===== config.mk =====
export PLATFORM = sky130hd
export DESIGN_NAME = float_accumulator_bf16
export DESIGN_NICKNAME = d
export VERILOG_FILES = /design/src/rtl/float_accumulator_bf16_pkg.sv /design/src/rtl/bf16_align_shift.sv /design/src/rtl/float_accumulator_bf16.sv
export SDC_FILE = /design/constraint.sdc
export NUM_CORES = 1
export LEC_CHECK = 0
export CORE_ASPECT_RATIO = 0.5
export CORE_MARGIN = 1
export CORE_UTILIZATION = 56
export DETAILED_ROUTE_END_ITERATION = 8
export GPL_ROUTABILITY_DRIVEN = 0
export GPL_TIMING_DRIVEN = 0
export PLACE_DENSITY_LB_ADDON = 0.12
export REMOVE_ABC_BUFFERS = 1
export SLEW_MARGIN = 20
export SYNTH_ARGS = -nofsm -noshare
export SYNTH_HDL_FRONTEND = slang
export SYNTH_HIERARCHICAL = 1
export SYNTH_SLANG_ARGS = --single-unit

===== constraint.sdc =====
create_clock -name clock -period 4.6 [get_ports clock]
set_input_delay 0.46 -clock clock [delete_from_list [all_inputs] [get_ports clock]]
set_output_delay 0.46 -clock clock [all_outputs]
set_load 0.01 [all_outputs]

===== src/rtl/float_accumulator_bf16_pkg.sv =====
// Shared definitions for the bf16 accumulator: format widths, special
// encodings, FSM state encoding and operand classification helpers.
package float_accumulator_bf16_pkg;

  localparam int EXP_W   = 8;
  localparam int MAN_W   = 7;
  localparam int BIAS    = 127;
  localparam int BF16_W  = 1 + EXP_W + MAN_W;
  // Aligned mantissa: hidden bit, stored mantissa, guard, round, sticky.
  localparam int ALIGN_W = MAN_W + 4;
  localparam int SHAMT_W = 5;
  // Signed internal exponent, wide enough to see both overflow and underflow.
  localparam int EXP_IW  = 10;

  localparam logic [BF16_W-1:0] BF16_QNAN = 16'h7FC0;
  localparam logic [BF16_W-1:0] BF16_PINF = 16'h7F80;
  localparam logic [BF16_W-1:0] BF16_ZERO = 16'h0000;

  typedef enum logic [2:0] {
    ST_IDLE  = 3'd0,
    ST_ALIGN = 3'd1,
    ST_ADD   = 3'd2,
    ST_NORM  = 3'd3,
    ST_ROUND = 3'd4
  } state_t;

  function automatic logic is_nan(input logic [BF16_W-1:0] v);
    return (v[BF16_W-2:MAN_W] == '1) && (v[MAN_W-1:0] != '0);
  endfunction

  function automatic logic is_inf(input logic [BF16_W-1:0] v);
    return (v[BF16_W-2:MAN_W] == '1) && (v[MAN_W-1:0] == '0);
  endfunction

  // Exponent zero covers both true zeros and flushed subnormals.
  function automatic logic is_zero(input logic [BF16_W-1:0] v);
    return v[BF16_W-2:MAN_W] == '0;
  endfunction

endpackage


===== src/rtl/bf16_align_shift.sv =====
// Combinational right shifter for mantissa alignment. Every bit shifted out
// is ORed into the least significant (sticky) bit of the result.
module bf16_align_shift
  import float_accumulator_bf16_pkg::*;
(
  input  logic [ALIGN_W-1:0] data_in,
  input  logic [SHAMT_W-1:0] shamt,
  output logic [ALIGN_W-1:0] data_out
);

  logic [ALIGN_W-1:0] lost_mask;
  logic [ALIGN_W-1:0] shifted;
  logic               sticky;

  // Bit gi is lost when the shift amount exceeds its position.
  genvar gi;
  generate
    for (gi = 0; gi < ALIGN_W; gi++) begin : g_lost_mask
      assign lost_mask[gi] = (SHAMT_W'(gi) < shamt);
    end
  endgenerate

  assign shifted  = data_in >> shamt;
  assign sticky   = |(data_in & lost_mask);
  assign data_out = {shifted[ALIGN_W-1:1], shifted[0] | sticky};

endmodule


===== src/rtl/float_accumulator_bf16.sv =====
// Sequential bf16 accumulator: takes one product per handshake and adds it
// into the running sum with an align/add/normalise/round FSM (RNE).
module float_accumulator_bf16
  import float_accumulator_bf16_pkg::*;
(
  input  logic              clock,
  input  logic              reset,
  input  logic              clear,
  input  logic [BF16_W-1:0] in_data,
  input  logic              in_valid,
  input  logic              in_last,
  output logic              in_ready,
  output logic [BF16_W-1:0] acc_out,
  output logic              out_valid,
  output logic              busy
);

  state_t state_reg;
  state_t state_next;

  logic [BF16_W-1:0]        acc_reg;
  logic [BF16_W-1:0]        op_reg;
  logic                     use_zero_reg;
  logic                     last_reg;
  logic                     out_valid_reg;
  // ALIGN takes two cycles: compare/unpack first, shift second.
  logic                     align_phase_reg;
  logic                     sign_reg;
  logic                     sub_reg;
  logic signed [EXP_IW-1:0] exp_reg;
  logic [ALIGN_W-1:0]       big_mant_reg;
  logic [ALIGN_W-1:0]       small_mant_reg;
  logic [ALIGN_W-1:0]       mant_reg;
  logic [SHAMT_W-1:0]       shamt_reg;
  logic                     bypass_reg;
  logic [BF16_W-1:0]        bypass_val_reg;

  // Operand ordering and classification.
  logic [BF16_W-1:0]        opa;
  logic [BF16_W-1:0]        opb;
  logic                     a_ge_b;
  logic [BF16_W-1:0]        big_op;
  logic [BF16_W-1:0]        small_op;
  logic [EXP_W:0]           exp_diff;
  logic [SHAMT_W-1:0]       shamt_sat;
  logic                     bypass_hit;
  logic [BF16_W-1:0]        bypass_val;
  logic [ALIGN_W-1:0]       shifted_mant;

  // Add stage.
  logic [ALIGN_W:0]         sum_raw;
  logic [ALIGN_W-1:0]       add_mant;
  logic signed [EXP_IW-1:0] add_exp;
  logic                     add_zero;

  // Round stage.
  logic                     round_up;
  logic [MAN_W:0]           frac_sum;
  logic signed [EXP_IW-1:0] rnd_exp;
  logic [BF16_W-1:0]        round_result;

  // A clear accompanying the term replaces the old sum with +0.
  assign opa      = use_zero_reg ? BF16_ZERO : acc_reg;
  assign opb      = op_reg;
  assign a_ge_b   = opa[BF16_W-2:0] >= opb[BF16_W-2:0];
  assign big_op   = a_ge_b ? opa : opb;
  assign small_op = a_ge_b ? opb : opa;
  assign exp_diff = {1'b0, big_op[BF16_W-2:MAN_W]} - {1'b0, small_op[BF16_W-2:MAN_W]};
  // Any difference of 11 or more already collapses into the sticky bit.
  assign shamt_sat = (exp_diff > (EXP_W+1)'(31)) ? SHAMT_W'(31) : exp_diff[SHAMT_W-1:0];

  bf16_align_shift u_align_shift (
    .data_in  (small_mant_reg),
    .shamt    (shamt_reg),
    .data_out (shifted_mant)
  );

  // Specials and zero operands resolve without going through the adder.
  always_comb begin
    bypass_hit = 1'b1;
    bypass_val = BF16_ZERO;
    if (is_nan(opa) || is_nan(opb) ||
        (is_inf(opa) && is_inf(opb) && (opa[BF16_W-1] != opb[BF16_W-1]))) begin
      bypass_val = BF16_QNAN;
    end else if (is_inf(opa)) begin
      bypass_val = opa;
    end else if (is_inf(opb)) begin
      bypass_val = opb;
    end else if (is_zero(opa) && is_zero(opb)) begin
      bypass_val = {opa[BF16_W-1] & opb[BF16_W-1], {(BF16_W-1){1'b0}}};
    end else if (is_zero(opa)) begin
      bypass_val = opb;
    end else if (is_zero(opb)) begin
      bypass_val = opa;
    end else begin
      bypass_hit = 1'b0;
    end
  end

  // Magnitude add/subtract; a carry out is folded back by one right shift.
  always_comb begin
    sum_raw  = sub_reg ? ({1'b0, big_mant_reg} - {1'b0, small_mant_reg})
                       : ({1'b0, big_mant_reg} + {1'b0, small_mant_reg});
    add_mant = sum_raw[ALIGN_W-1:0];
    add_exp  = exp_reg;
    add_zero = (sum_raw == '0);
    if (sum_raw[ALIGN_W]) begin
      add_mant = {sum_raw[ALIGN_W:2], sum_raw[1] | sum_raw[0]};
      add_exp  = exp_reg + EXP_IW'(1);
    end
  end

  // Round to nearest even, then saturate to infinity or flush to zero.
  always_comb begin
    round_up = mant_reg[2] & (mant_reg[1] | mant_reg[0] | mant_reg[3]);
    frac_sum = {1'b0, mant_reg[ALIGN_W-2:3]} + (MAN_W+1)'(round_up);
    rnd_exp  = exp_reg + $signed({{(EXP_IW-1){1'b0}}, frac_sum[MAN_W]});
    if (bypass_reg) begin
      round_result = bypass_val_reg;
    end else if (!mant_reg[ALIGN_W-1]) begin
      // Only an exactly cancelled sum arrives here without its hidden bit.
      round_result = BF16_ZERO;
    end else if (exp_reg <= 0) begin
      round_result = {sign_reg, {(BF16_W-1){1'b0}}};
    end else if (rnd_exp >= EXP_IW'(255)) begin
      round_result = {sign_reg, BF16_PINF[BF16_W-2:0]};
    end else begin
      round_result = {sign_reg, rnd_exp[EXP_W-1:0], frac_sum[MAN_W-1:0]};
    end
  end

  // FSM state register.
  always_ff @(posedge clock or posedge reset) begin
    if (reset) begin
      state_reg <= ST_IDLE;
    end else begin
      state_reg <= state_next;
    end
  end

  // Next-state logic and handshake outputs.
  always_comb begin
    state_next = state_reg;
    in_ready   = 1'b0;
    busy       = 1'b1;
    case (state_reg)
      ST_IDLE: begin
        in_ready = 1'b1;
        busy     = 1'b0;
        if (in_valid) state_next = ST_ALIGN;
      end
      ST_ALIGN: begin
        if (align_phase_reg) state_next = ST_ADD;
      end
      ST_ADD: begin
        if (bypass_reg || add_zero || add_mant[ALIGN_W-1]) state_next = ST_ROUND;
        else state_next = ST_NORM;
      end
      ST_NORM: begin
        if (mant_reg[ALIGN_W-2]) state_next = ST_ROUND;
      end
      ST_ROUND: begin
        state_next = ST_IDLE;
      end
      default: begin
        state_next = ST_IDLE;
      end
    endcase
  end

  // Datapath registers, advanced by the current FSM state.
  always_ff @(posedge clock or posedge reset) begin
    if (reset) begin
      acc_reg         <= BF16_ZERO;
      op_reg          <= '0;
      use_zero_reg    <= 1'b0;
      last_reg        <= 1'b0;
      out_valid_reg   <= 1'b0;
      align_phase_reg <= 1'b0;
      sign_reg        <= 1'b0;
      sub_reg         <= 1'b0;
      exp_reg         <= '0;
      big_mant_reg    <= '0;
      small_mant_reg  <= '0;
      mant_reg        <= '0;
      shamt_reg       <= '0;
      bypass_reg      <= 1'b0;
      bypass_val_reg  <= '0;
    end else begin
      out_valid_reg <= 1'b0;
      case (state_reg)
        ST_IDLE: begin
          if (in_valid) begin
            op_reg          <= in_data;
            last_reg        <= in_last;
            use_zero_reg    <= clear;
            align_phase_reg <= 1'b0;
          end else if (clear) begin
            acc_reg <= BF16_ZERO;
          end
        end
        ST_ALIGN: begin
          if (!align_phase_reg) begin
            align_phase_reg <= 1'b1;
            sign_reg        <= big_op[BF16_W-1];
            sub_reg         <= big_op[BF16_W-1] ^ small_op[BF16_W-1];
            exp_reg         <= $signed({2'b00, big_op[BF16_W-2:MAN_W]});
            big_mant_reg    <= {1'b1, big_op[MAN_W-1:0], 3'b000};
            small_mant_reg  <= {1'b1, small_op[MAN_W-1:0], 3'b000};
            shamt_reg       <= shamt_sat;
            bypass_reg      <= bypass_hit;
            bypass_val_reg  <= bypass_val;
          end else begin
            small_mant_reg  <= shifted_mant;
          end
        end
        ST_ADD: begin
          mant_reg <= add_mant;
          exp_reg  <= add_exp;
        end
        ST_NORM: begin
          mant_reg <= {mant_reg[ALIGN_W-2:0], 1'b0};
          exp_reg  <= exp_reg - EXP_IW'(1);
        end
        ST_ROUND: begin
          acc_reg         <= round_result;
          out_valid_reg   <= last_reg;
          align_phase_reg <= 1'b0;
        end
        default: begin
        end
      endcase
    end
  end

  assign acc_out   = acc_reg;
  assign out_valid = out_valid_reg;

endmodule

### Yosys cells after proc, flatten, opt, wreduce, memory -nomap -nowiden

Cells that the tools add are included.
W data, S select, Z words.

| storage, ports and cells | value |
|---|---|
| bits in registers | 103 |
| logic and storage cells | 132 |
| output and inout bits | 19 |

| cells by class | value |
|---|---|
| shift-type cells | 1 |
| bitwise gates (word level) | 9 |
| $add $sub $neg | 7 |
| equal/unequal tests | 14 |
| reduce and logical (&&, ||, !) cells | 30 |
| muxes and demuxes | 40 |
| order comparisons | 15 |

Operators with widths:

| cell | count |
|---|---|
| $mux W16 | 13 |
| $pmux W16 S2 | 1 |
| $mux W15 | 2 |
| $pmux W10 S3 | 1 |
| $mux W11 | 2 |
| $pmux W11 S2 | 1 |
| $lt A3 B5 Y1 const A | 4 |
| $mux W10 | 2 |
| $eq A8 B8 Y1 const B | 2 |
| $logic_not A8 Y1 | 2 |
| $ge A15 B15 Y1 | 1 |
| $lt A4 B5 Y1 const A | 3 |
| $logic_not A7 Y1 | 2 |
| $ne A2 B2 Y1 const B | 7 |
| $reduce_bool A7 Y1 | 2 |
| $add A11 B11 Y12 | 1 |
| $logic_not A12 Y1 | 1 |
| $mux W12 | 1 |
| $mux W3 | 4 |
| $pmux W3 S4 | 1 |
| $sub A11 B11 Y12 | 1 |
| $and A11 B11 Y11 | 1 |
| $reduce_or A11 Y1 | 1 |
| $shr A11 B5 Y11 | 1 |
| 28 further kinds | 59 |

### Depth between registers and ports, before layout

Gate-level depths: netlist (run 1).

| depth | value |
|---|---|
| depth in word-level cells | 11 |
| mapped depth | 22 |
| mapped depth without buffers | 17 |

### Hierarchy

Netlist (run 1), hierarchy kept.

Modules (own cells, without submodules):

| module | instances | cells each | seq. area each (um^2) | area each (um^2) |
|---|---|---|---|---|
| float_accumulator_bf16 | 1 | 875 | 2577.5 | 7370.8 |
| bf16_align_shift | 1 | 71 | 0.0 | 601.8 |

### Worst setup path after synthesis (run 1)

No wires, ideal clock.

| timing path | value |
|---|---|
| path type | register -> register |
| from | register use_zero_reg |
| to | register shamt_reg[0] |
| slack | 0.090 ns |
| stages on the path, launching flop included | 23 |
| data arrival time | 4.377 ns |
| clock period less this slack | 4.510 ns |
| path through | dfrtp_1 buf_2 buf_2 clkbuf_1 nand2b_1 inv_1 ha_1 and4_1 nand2_1 or3_1 o32ai_1 a211oi_4 buf_6 buf_2 mux2i_1 ha_1 inv_1 o311a_1 o211ai_2 a311oi_2 xnor2_1 a211oi_2 a21oi_1 |

| between the ends | value |
|---|---|
| longest elaborated chain between the ends | 6 |
| elaborated cells between the ends (all ways) | 7 |

RTL lines:

| what | line | text |
|---|---|---|
| start: declaration | float_accumulator_bf16.sv:23 | `logic use_zero_reg;` |
| start signal: assignment | float_accumulator_bf16.sv:196 | `use_zero_reg <= clear;` |
| $mux W16 (*) | float_accumulator_bf16.sv:63 | `assign opa = use_zero_reg ? BF16_ZERO : acc_reg;` |
| $ge A15 B15 Y1 | float_accumulator_bf16.sv:65 | `assign a_ge_b = opa[BF16_W-2:0] >= opb[BF16_W-2:0];` |
| $mux W16, on equally long branches | float_accumulator_bf16.sv:66, float_accumulator_bf16.sv:67 |  |
| $sub A8 B8 Y9 (*) | float_accumulator_bf16.sv:68 | `assign exp_diff = {1'b0, big_op[BF16_W-2:MAN_W]} - {1'b0, small_op[BF16_W-2:MAN_W]};` |
| $gt A9 B5 Y1 | float_accumulator_bf16.sv:70 | `assign shamt_sat = (exp_diff > (EXP_W+1)'(31)) ? SHAMT_W'(31) : exp_diff[SHAMT_W-1:0];` |
| $mux W5 (*) | float_accumulator_bf16.sv:70 |  |
| end signal: assignment | float_accumulator_bf16.sv:210 | `shamt_reg <= shamt_sat;` |
| end: declaration | float_accumulator_bf16.sv:34 | `logic [SHAMT_W-1:0] shamt_reg;` |

Every way passes the cells marked *; elsewhere a longest branch is shown, timed or not.
A chain may end at the register's enable or synchronous reset.

### Final worst setup path (run 1)

Ends and elaborated chain as after synthesis.

==> results of run 1 <==
metrics by stage:
stage / utilization / power [W] / area, um2 / cells
final: 0.637 / 0.00663 / 8760 / 1147
after global routing: 0.637 / 0.00714 / 8760 / 1147
after CTS: 0.636 / 0.00655 / 8730 / 1145
after detailed placement: 0.613 / 0.00573 / 8420 / 1127
after global placement: 0.605 / 0.00557 / 8310 / 1121
after floorplan: - / 0.00458 / 7680 / 890
worst reg2reg max path: cells and delay by family, from the launching register on:
family,cells,cell delay [ps]
flip-flops,1,590
multiplexers,1,150
AO/OA/AOI/OAI,7,1300
XOR/XNOR,1,110
adder cells (fa/ha/maj),2,640
buffers and inverters,3,320
AND/OR/NAND/NOR,4,1080
power groups by stage:
stage	clock [W]	sequential, W	combinational, W
6_report	0.000775	0.00208	0.00377
5_1_grt	0.000821	0.00214	0.00417
4_1_cts	0.000787	0.00206	0.00370
3_5_place_dp	0	0.00208	0.00366
3_3_place_gp	0	0.00206	0.00351
2_1_floorplan	0	0.00183	0.00274
layout by cell type (no fill, tap or decap), types with 7 or more instances in the layout:
| master | synthesis | final |
|---|---|---|
| dfrtp_1 | 103 | 102 |
| nor2_1 | 93 | 91 |
| o21ai_0 | 83 | 83 |
| nand2_1 | 80 | 80 |
| a21oi_1 | 69 | 69 |
| inv_1 | 62 | 61 |
| ha_1 | 39 | 39 |
| clkdlybuf4s50_1 | 0 | 39 |
| mux2i_1 | 36 | 36 |
| xnor2_1 | 29 | 29 |
| nand3_1 | 19 | 19 |
| nand2b_1 | 17 | 17 |
| nor2b_1 | 18 | 17 |
| nor3_1 | 14 | 14 |
| and3_1 | 14 | 14 |
| mux2_2 | 14 | 14 |
| a31oi_1 | 13 | 13 |
| a22oi_1 | 12 | 12 |
| a22o_1 | 11 | 11 |
| xor2_1 | 10 | 10 |
| o21bai_1 | 10 | 10 |
| clkbuf_16 | 0 | 9 |
| a221o_1 | 8 | 8 |
| nor4_1 | 7 | 7 |
| o22ai_1 | 7 | 7 |
| and2_1 | 7 | 7 |
| a21o_1 | 7 | 7 |
final cells by class:
type | instances | share of cell area
sequential | 103 | 0.295
tap | 192 | 0.0274
clock inverter | 7 | 0.00743
multi-input combinational | 724 | 0.559
clock buffer | 9 | 0.0257
timing repair buffer | 49 | 0.0584
inverter | 63 | 0.0276
logic make-up after synthesis:
kind of cell	after synthesis	share of synthesized area
simple gates	295	0.177
fa+ha+maj	42	0.0675
mux	57	0.0847
xor+xnor	39	0.0428
flops	103	0.323
buf+inv	119	0.0661
compound gates	291	0.238
layer usage:
metal	vias up	part of all wire
met2	265	0.44
met3	20	0.076
met1	3497	0.47
met5	-	0
li1	3401	-
met4	0	0.0097
what timing repair did:
item	4_1_cts	5_1_grt
hold buffers	0	0
gates resized for setup	2	0
buffers inserted	2	2
pin swaps	1	1
setup endpoints to repair	5	5
final timing paths:
kind / start / end / slack [ps]
max: use_zero_reg / shamt_reg[0] / 270
min: reset / exp_reg[7] / 450
max reg2reg: use_zero_reg / shamt_reg[0] / 270
min reg2reg: bypass_val_reg[0] / bypass_val_reg[0] / 490
max in group asynchronous: reset / use_zero_reg / 3470
min in group clock: bypass_val_reg[0] / bypass_val_reg[0] / 490
==> impl_metrics.tcl, run 1 <==
set metrics [dict create \
    yosysMostFrequentCell "dfrtp_1" \
    startpoint_type "flip-flop" \
    path_cells "nand2b_1 > inv_1 > ha_1 > and4_1 > nand2_1 > or3_1 > o32ai_1 > a211oi_4 > mux2i_1 > ha_1 > inv_1 > o311a_1 > o211ai_2 > a311oi_2 > xnor2_1 > a211oi_2 > buf_4 > a21oi_1" \
    setup-tns-final_ps 0 \
    avgSynthCellArea_um2 8.43 \
    dpl_worst_slack_ps -647 \
    areaGrowthSynthToFinish_pct 9.82 \
    p_clk_frac 0.117 \
    yosysTopAreaCell "dfrtp_1" \
    antenna_found_initial 0 \
    drt_pass1_iterations 9 \
    drtIter0Drc 787 \
    finalCritPeriodShare 0.941 \
    rsz0062_at_grt "false" \
    place_hpwl_mm 15.0 \
    cpLargestDelayFamily "compound AO/OA/AOI/OAI gates" \
    synthCells 946 \
    cts_made_buffers 9 \
    route.detailed.drc 2 \
    max_stage_delay_ps 590 \
    cp_num_buf_inv 3 \
    fin_ws_ps 271 \
    grt_max_degree 73 \
    num_vias 7183 \
    yosys.area.top_type_share 0.323 \
    power.internal_w 0.00336 \
    synthTopCellsByCount "dfrtp_1, nor2_1, o21ai_0, nand2_1, a21oi_1" \
    die_x_um 171 \
    seq_power_share 0.314 \
    die_h_um 86.4 \
    setup_viol 0 \
    p_switching_w 0.00327 \
    tightest_slew_ps 1040 \
    drt-total-wl_mm 21.0 \
    path_clk_slew_ps 80 \
    p_leak_nw 3.84 \
    clk_latency_ps 360 \
    slew_violations 0 \
    antenna_cells 0 \
    hold_path_class "input pin to asynchronous set/reset pin" \
    swShare 0.493 \
    crit_slowest_cell "dfrtp_4" \
    max_freq_mhz 231 \
    fp-row-count 30 \
    grt_pass1_wl_mm 34.1 \
    fillers 1233 \
    violations "design-rule violations" \
    slew_headroom 0.303 \
    h-tree-depth 3 \
    use_met3 0.0584 \
    crit_type "flip-flop to flip-flop" \
    numPortBuffers 39 \
    ys_types 82 \
    critical_path_required_ps 4840 \
    endpoint_kind "flip-flop" \
    ys_seq_elements 103 \
    grt-busiest-layer "met2" \
    power.share.combinational 0.569 \
    maxCapViolCount 0 \
    grt_use_met1 0.429 \
    root_buffer "clkbuf_16" \
    status "finished, violations left" \
    io_pins 40 \
    grt_overflow_total 0 \
    crit_cells 18 \
    yosysSeqAreaShare 0.323 \
    powerDensity_mw_per_mm2 757 \
    ir_drop_v 0.000312 \
    grt.met2_usage 0.459 \
    core_area_mm2 0.0137 \
    ys_top_cells_by_area "dfrtp_1, ha_1, o21ai_0, mux2i_1, nor2_1" \
    arrival_ps 4570 \
    start_util 0.580 \
    post_drt_via_cell_ratio 6.26 \
    finalHoldViolCount 0 \
    ant_nets 0 \
    dieArea_mm2 0.0147 \
    async_flop_share 1.00 \
    cts_tree "yes" \
    final_nets 1012 \
    period_needed_ps 4330 \
    drive_gt1_frac 0.0733 \
    cp_max_fo 17 \
    track_usage 0.295 \
    fin_skew_ps 14.7 \
    synth-edff-count 0 \
    yosys_warnings 6 \
    multi_input_area_mm2 0.00489 \
    synth-main-ff-cell "dfrtp_1" \
    ff2ff_path_depth 18 \
    clockBufferDepth 2 \
    grt_pass1_vias 6666 \
    wl_per_cell_um 18.3 \
    holdWs_ps 452 \
    cts_num_sinks 103 \
    ff_latch_area_mm2 0.00258 \
    synth_area_mm2 0.00797 \
]
No activity file was read; power rests on OpenSTA's default activity.
==> run 2: changes to the inputs <==
Settings changed: CORE_UTILIZATION 56 to 55.
==> impl_metrics.tcl, run 2 (synthesis results as in run 1) <==
set metrics [dict create \
    regToRegEndpoint "shamt_reg[1]" \
    cp-startpoint "use_zero_reg" \
    setup_viol 0 \
    finalHoldViolCount 0 \
    max_stage_delay_ps 580 \
    ir_drop_v 0.000353 \
    route.detailed.drc 0 \
    numPortBuffers 39 \
    areaGrowthSynthToFinish_pct 9.78 \
    crit_top_cell "inv_1" \
    finalCritPeriodShare 0.934 \
    slew_headroom 0.267 \
    fin_cells 1147 \
    crit_cells 18 \
    maxCapViolCount 0 \
    path_clk_slew_ps 80 \
    cpLargestDelayFamily "compound AO/OA/AOI/OAI gates" \
    final_nets 1012 \
    max_freq_mhz 233 \
    wl_per_cell_um 18.4 \
    antenna_found_initial 0 \
    core_area_mm2 0.0139 \
    grt_pass1_vias 6721 \
    endpoint "shamt_reg[1]" \
    die_x_um 172 \
    cts_tree "yes" \
    cts_made_buffers 9 \
    drt-total-wl_mm 21.1 \
    hold_path_class "input pin to asynchronous set/reset pin" \
    grt.met2_usage 0.460 \
    die_h_um 87.1 \
    drtIter0Drc 776 \
    h-tree-depth 3 \
    grt_max_degree 69 \
    grt_pass1_wl_mm 34.7 \
    critical_path_required_ps 4840 \
    arrival_ps 4530 \
    crit_type "flip-flop to flip-flop" \
    crit_slowest_cell "dfrtp_4" \
    fin_skew_ps 8.48 \
    cp_num_buf_inv 3 \
    antenna_cells 0 \
    track_usage 0.298 \
    start_util 0.576 \
    num_vias 7126 \
    status "completed" \
    startpoint_type "flip-flop" \
    dieArea_mm2 0.0150 \
    place_hpwl_mm 15.1 \
    fp-row-count 30 \
    p_leak_nw 3.82 \
    root_buffer "clkbuf_16" \
    use_met3 0.0672 \
    slew_violations 0 \
    drive_gt1_frac 0.0743 \
    cts_num_sinks 103 \
    cp_max_fo 17 \
    tightest_slew_ps 1100 \
    r2r_slack_ps 300 \
    clk_latency_ps 360 \
    drt_pass1_iterations 5 \
    rsz0062_at_grt "false" \
    utilization 0.632 \
    final_cell_mix "dfrtp_1, nor2_1, o21ai_0" \
    ff2ff_path_depth 18 \
    grt-busiest-layer "met2" \
    final_common_cell "dfrtp_1" \
    holdWs_ps 463 \
    path_cells "nand2b_1 > inv_1 > ha_2 > and4_1 > nand2_1 > or3_1 > o32ai_1 > a211oi_4 > mux2i_1 > ha_1 > inv_1 > o311a_1 > o211ai_2 > a311oi_2 > xnor2_1 > a211oi_2 > buf_4 > a21oi_1" \
    reg2reg_from "use_zero_reg" \
    ant_nets 0 \
    post_drt_via_cell_ratio 6.21 \
    grt_overflow_total 0 \
    period_needed_ps 4300 \
    endpoint_kind "flip-flop" \
    io_pins 40 \
    grt_use_met1 0.425 \
    clockBufferDepth 2 \
    dp.cells 1127 \
    powerDensity_mw_per_mm2 756 \
]
[run 2: cell count changes in the layout (fill, tap and decap cells not counted), sizes merged]
cell | before | now
clkinv | 3 | 2
clkinvlp | 1 | 4
inv | 66 | 64
[run 2: worst min path at each step]
stage	start	endpoint	slack (ps)	cells past startpoint
final	reset	exp_reg[7]	460	2
after global routing	reset	exp_reg[7]	510	2
after CTS	reset	op_reg[13]	480	2
after detailed placement	bypass_val_reg[0]	bypass_val_reg[0]	470	2
after global placement	bypass_val_reg[0]	bypass_val_reg[0]	470	2
after floorplan	bypass_val_reg[15]	bypass_val_reg[15]	450	2
[run 2: cell type report]
type	count	area, um2
Multi-Input combinational cell	724	4900
Clock buffer	9	225
Fill cell	1182	5100
Sequential cell	103	2580
Inverter	63	241
Timing Repair Buffer	49	512
Tap cell	192	240
Clock inverter	7	56.3
[run 2: metrics by stage]
step                      power, W  instance area (um2)  setup WS, ps  TNS, ps
after floorplan            0.00458                 7680          -379    -1890
after global placement     0.00557                 8310         -1510   -43330
after detailed placement   0.00574                 8430          -638    -3150
after CTS                  0.00654                 8730          56.3        0
after global routing       0.00716                 8750          36.8        0
final                      0.00662                 8750           305        0
[run 2: worst register-to-register path: cells and delay by family, from the launching register on]
kind                     cells  cell delay, ps
AO/OA/AOI/OAI                7            1280
XOR/XNOR                     1             110
adder cells (fa/ha/maj)      2             630
buffers and inverters        3             340
flip-flops                   1             580
multiplexers                 1             160
AND/OR/NAND/NOR              4            1090
[run 2: power breakdown]
group          internal, W  switching (W)  leakage, nW
sequential         0.00129       0.000788         1.29
combinational      0.00169        0.00209         2.41
clock             0.000373       0.000385        0.125
total              0.00335        0.00326         3.82
[run 2: per-layer routing]
metal,part of all wire,wire (um),up-vias
met5,0,0,-
met3,0.072,1520,26
met4,0.014,303,0
li1,-,-,3408
met1,0.47,9890,3440
met2,0.44,9350,252
[run 2: repair_timing]
| action | in CTS | in global routing |
|---|---|---|
| pin swaps | 1 | 1 |
| hold buffers | 0 | 0 |
| setup endpoints to repair | 5 | 5 |
| gates resized for setup | 2 | 1 |
| buffers inserted | 2 | 2 |
